File: src/rtl/acc_pp2_seq.sv
// acc_pp2_seq: streaming signed accumulator with two interleaved partials over a latency-2 adder
module acc_pp2_seq #(
  parameter int C_DIN  = 16,
  parameter int C_DOUT = 32,
  parameter int C_CNT  = 12
) (
  input  logic              I_clk,
  input  logic              I_rst_n,
  input  logic              I_clr,
  input  logic              I_din_valid,
  input  logic [C_DIN-1:0]  I_din,
  input  logic              I_din_last,
  output logic              O_din_ready,
  output logic              O_dout_valid,
  output logic [C_DOUT-1:0] O_dout,
  output logic [C_CNT-1:0]  O_beat_cnt
);
  typedef enum logic [2:0] {S_IDLE, S_ACC, S_FOLD1, S_FOLD2, S_WAIT} state_t;
  state_t state_q, state_d;
  logic [C_DOUT-1:0] s1_q, s1_d, s2_q, fold_q, fold_d, dout_q, dout_d, a_op, b_op;
  logic [C_CNT-1:0] cnt_q, cnt_d, beat_q, beat_d;
  logic v1_q, v1_d, v2_q, dv_q, done, acc, accumulating;
  always_ff @(posedge I_clk or negedge I_rst_n)
    if (!I_rst_n) state_q <= S_IDLE;
    else state_q <= state_d;
  always_comb begin
    state_d = state_q;
    if (I_clr) state_d = S_IDLE;
    else if (state_q == S_IDLE || state_q == S_ACC) state_d = acc ? (I_din_last ? S_FOLD1 : S_ACC) : state_q;
    else if (state_q == S_FOLD1) state_d = S_FOLD2;
    else if (state_q == S_FOLD2) state_d = S_WAIT;
    else state_d = v2_q ? S_IDLE : S_WAIT;
  end
  always_comb begin
    accumulating = state_q == S_IDLE || state_q == S_ACC;
    O_din_ready  = accumulating;
    O_dout_valid = dv_q;
    O_dout       = dout_q;
    O_beat_cnt   = beat_q;
  end
  // fb from two cycles ago feeds back as b, so even and odd cycles carry separate partials
  always_comb begin
    acc     = I_din_valid & O_din_ready & ~I_clr;
    a_op    = acc ? {{(C_DOUT-C_DIN){I_din[C_DIN-1]}}, I_din} : '0;
    b_op    = v2_q ? s2_q : '0;
    s1_d    = (state_q == S_FOLD2 ? fold_q : a_op) + b_op;
    v1_d    = ~I_clr & (state_q == S_FOLD2 | (accumulating & (acc | v2_q)));
    fold_d  = I_clr ? '0 : state_q == S_FOLD1 ? b_op : fold_q;
    cnt_d   = I_clr ? '0 : !acc ? cnt_q : state_q == S_IDLE ? C_CNT'(1) : &cnt_q ? cnt_q : cnt_q + 1'b1;
    done    = state_q == S_WAIT & v2_q & ~I_clr;
    dout_d  = done ? s2_q : dout_q;
    beat_d  = done ? cnt_q : beat_q;
  end
  always_ff @(posedge I_clk or negedge I_rst_n)
    if (!I_rst_n) begin
      s1_q   <= '0;
      s2_q   <= '0;
      v1_q   <= 1'b0;
      v2_q   <= 1'b0;
      fold_q <= '0;
      cnt_q  <= '0;
      dout_q <= '0;
      beat_q <= '0;
      dv_q   <= 1'b0;
    end else begin
      s1_q   <= s1_d;
      s2_q   <= s1_q;
      v1_q   <= v1_d;
      v2_q   <= ~I_clr & v1_q;
      fold_q <= fold_d;
      cnt_q  <= cnt_d;
      dout_q <= dout_d;
      beat_q <= beat_d;
      dv_q   <= done;
    end
endmodule

File: config.mk
export PLATFORM = sky130hd
export DESIGN_NAME = acc_pp2_seq
export DESIGN_NICKNAME = d
export VERILOG_FILES = /design/src/rtl/acc_pp2_seq.sv
export SDC_FILE = /design/constraint.sdc
export NUM_CORES = 1
export LEC_CHECK = 0
export CORE_MARGIN = 10
export CORE_UTILIZATION = 58
export DETAILED_ROUTE_END_ITERATION = 7
export GPL_ROUTABILITY_DRIVEN = 0
export PLACE_DENSITY = 0.78
export SKIP_LAST_GASP = 1
export SLEW_MARGIN = 40
export SYNTH_ARGS = -nofsm -noshare
export SYNTH_HDL_FRONTEND = slang
export SYNTH_SLANG_ARGS = --single-unit
File: constraint.sdc
create_clock -name I_clk -period 4.1 [get_ports I_clk]
set_input_delay 0.82 -clock I_clk [delete_from_list [all_inputs] [get_ports I_clk]]
set_output_delay 0.82 -clock I_clk [all_outputs]
set_load 0.05 [all_outputs]
==> results.tsv, run 1 <==
metric	value	unit
largest family of logic cells by synthesized area	compound AO/OA/AOI/OAI gates	
vias per cell	6.06	
Net Count, Synth	805	
layout cells sized above 1	0.0831	
Seq/Total Area, Yosys	0.511	
Pre-antenna DRT Iters	6	
TritonCTS Buffers	17	
max cap viols	0	
CTS tree	yes	
Hold Buf Count CTS	0	
Post-synth top flop	dfrtp_1	
Detail Route Antenna Nets	0	
largest area contributor in the netlist	dfrtp_1	
mux cell area share after synthesis	0.0241	
Post-CTS Setup Bufs	0	
initial antenna violation count	0	
status	complete, no violations	
Syn Std Cell Area	7730	µm²
CP endpoint kind	flop	
XOR/XNOR share of the synthesized area	0.0362	
Tot Pwr	3.39	mW
RSZ-0062 raised after global routing	false	
area growth from synthesis to layout	18.9	%
Site Rows	42	
fin nets	876	
Adder-Cell Fraction of Synth Area	0.0576	
H-tree depth	4	
crit path time final	3.73	ns
CTS resizes	0	
Worst Tran Pin Value	0.683	ns
Compound-Gate Fraction of Synth Area	0.180	
final setup vio count	0	
port buffer count	66	
Leak	4.54	nW
worst setup path category	input port to flop	
Setup Skew	0.00752	ns
Slew Limit Fails	0	
fmax	268	MHz
Data arrival, critical path	4.07	ns
simple-gate share of the synthesized area	0.163	
CP Launch Type	input port	
Vias	6101	
clk_lat worst skew	0.42	ns
Initial DRC Count	601	
Area contributors post-synth	dfrtp_1, nand2_1, ha_1	
critical path fanouts, max	11	
vias in the first global route	6076	
YS warnings	0	
Die W	135	µm
period utilization	0.911	
CTS clk-pin slew, worst paths	0.06	ns
maximum vdd ir drop	306	µV
Min-Delay Path Class	input port to async pin	
top cell type's share of synthesized area	0.511	
Detailed Place HPWL	13200	µm
CTS Sinks	158	
Max clock buf depth	2	
fillcell total	964	
setup TNS	0	ns
largest net degree at the start of global routing	73	
Detailed Route WL	18600	µm
Starting Density	0.589	
Fin. Hold Viols	0	
PD cells	369	nW/µm²
Yosys cell types	61	
# DRC	0	
Seq cells post-synth	158	
die footprint	18400	µm²
Avg Cell Area, Syn	10.3	µm²
Die Ht	135	µm
overall routing resource usage	0.211	
# diodes	0	
# IOs	67	
first-pass GRT wire length	31400	µm
Req. time, crit path	4.44	ns
Post-Syn Instances	749	
CTS Root Cell	clkbuf_16	
max_slew headroom	0.543	
grt ovf	0	
Post-synth EDFFs	0	
asr flop ratio synth	1.00	
WL per Instance	18.5	µm
core area	13100	µm²
==> sequential cells by signal, summed over array words and instances (netlist names) <==
signal,cells
state_q,3
v2_q,1
fold_q,32
O_beat_cnt,12
s1_q,32
v1_q,1
s2_q,32
O_dout,32
cnt_q,12
O_dout_valid,1
==> layout make-up <==
cell class | instances | area, µm² | area share
Inverter | 12 | 45.0 | 0.00490
Multi-Input combinational cell | 540 | 3580 | 0.389
Clock inverter | 7 | 40.0 | 0.00435
Tap cell | 176 | 220 | 0.0239
Timing Repair Buffer | 91 | 873 | 0.0950
Sequential cell | 158 | 3950 | 0.430
Clock buffer | 22 | 484 | 0.0527
==> kinds of logic (layout without fill, tap and decap cells) <==
| kind of cell | count (synthesis) | after routing |
|---|---|---|
| fa+ha+maj | 35 | 35 |
| mux | 17 | 17 |
| compound gates | 188 | 188 |
| buf+inv | 51 | 132 |
| simple gates | 268 | 268 |
| xor+xnor | 32 | 32 |
| flops | 158 | 158 |
==> cell usage after synthesis (7+ instances only) <==
library cell and instances:
a21o_1 13, a21oi_1 35, a22o_1 47, and2_1 32
and3_1 9, buf_2 15, clkbuf_1 22, dfrtp_1 158
ha_1 34, inv_1 10, mux2_1 12, nand2_1 129
nand3_1 18, nand4_1 8, nor2_1 34, nor3_1 17
o21a_1 23, o21ai_0 16, o21ai_1 7, xnor2_1 11
xor2_1 21
==> worst max-delay path, stage by stage <==
cell	delay (ns)
clkdlybuf4s50_1	0.47
nor4b_4	0.27
a21o_1	0.41
o21a_1	0.19
ha_1	0.33
a21oi_1	0.38
o21ai_1	0.10
a221oi_1	0.34
o21ai_1	0.28
a41oi_1	0.33
xnor2_1	0.16
==> worst paths after layout <==
check / from / to / slack, ns / depth (start not counted)
max in group asynchronous: I_rst_n / s2_q[26] / 2.86 / 3
max reg2reg: state_q[2] / s1_q[25] / 0.57 / 9
max: I_clr / s1_q[25] / 0.37 / 11
min: I_rst_n / s2_q[3] / 0.30 / 1
min in group I_clk: s1_q[2] / s2_q[2] / 0.35 / 0
min reg2reg: s1_q[2] / s2_q[2] / 0.35 / 0
==> routing by layer <==
metal | share of wire | track usage | vias up
met5 | 0 | 0 | -
met4 | 0.025 | 0.0748 | 0
met3 | 0.064 | 0.0453 | 46
met2 | 0.47 | 0.336 | 248
met1 | 0.44 | 0.280 | 3003
li1 | - | - | 2804
==> stage by stage <==
| step | worst slack [ns] | cells | util | hold WS, ns | instance area, µm² |
|---|---|---|---|---|---|
| 3_3_place_gp | 0.0301 | 976 | 0.657 | 0.333 | 8630 |
| 6_report | 0.367 | 1006 | 0.700 | 0.303 | 9200 |
| 2_1_floorplan | 0.455 | 749 | - | 0.331 | 7730 |
| 4_1_cts | 0.432 | 1006 | 0.699 | 0.313 | 9190 |
| 5_1_grt | 0.153 | 1006 | 0.700 | 0.323 | 9200 |
| 3_5_place_dp | 0.0365 | 977 | 0.659 | 0.336 | 8660 |
==> power by group <==
part / total (mW) / switching (mW) / internal (mW)
logic: 0.319 / 0.201 / 0.118
registers: 1.67 / 0.0462 / 1.62
clock network: 1.40 / 0.582 / 0.821
total: 3.39 / 0.829 / 2.56
==> layout by cell type (no fill, tap or decap), types with 4 or more instances in the layout <==
cell,n
a211oi_1,5
a21o_1,13
a21oi_1,34
a22o_1,47
a31oi_1,4
a41oi_1,4
and2_1,32
and3_1,9
and4_1,5
buf_4,24
clkbuf_16,17
clkbuf_8,4
clkdlybuf4s50_1,65
clkinv_2,5
dfrtp_1,158
ha_1,34
inv_1,10
mux2_1,12
mux2i_1,4
nand2_1,129
nand3_1,18
nand4_1,8
nor2_1,34
nor3_1,17
o211ai_1,5
o21a_1,23
o21ai_0,16
o21ai_1,7
xnor2_1,11
xor2_1,21
(Power assumes the default switching activity.)
==> run 2, diff against run 1 <==
Settings changed: CTS_CLUSTER_SIZE set to 28.
==> results of run 2 <==
The final DEF is identical to that of run 1; final timing and power are the same.
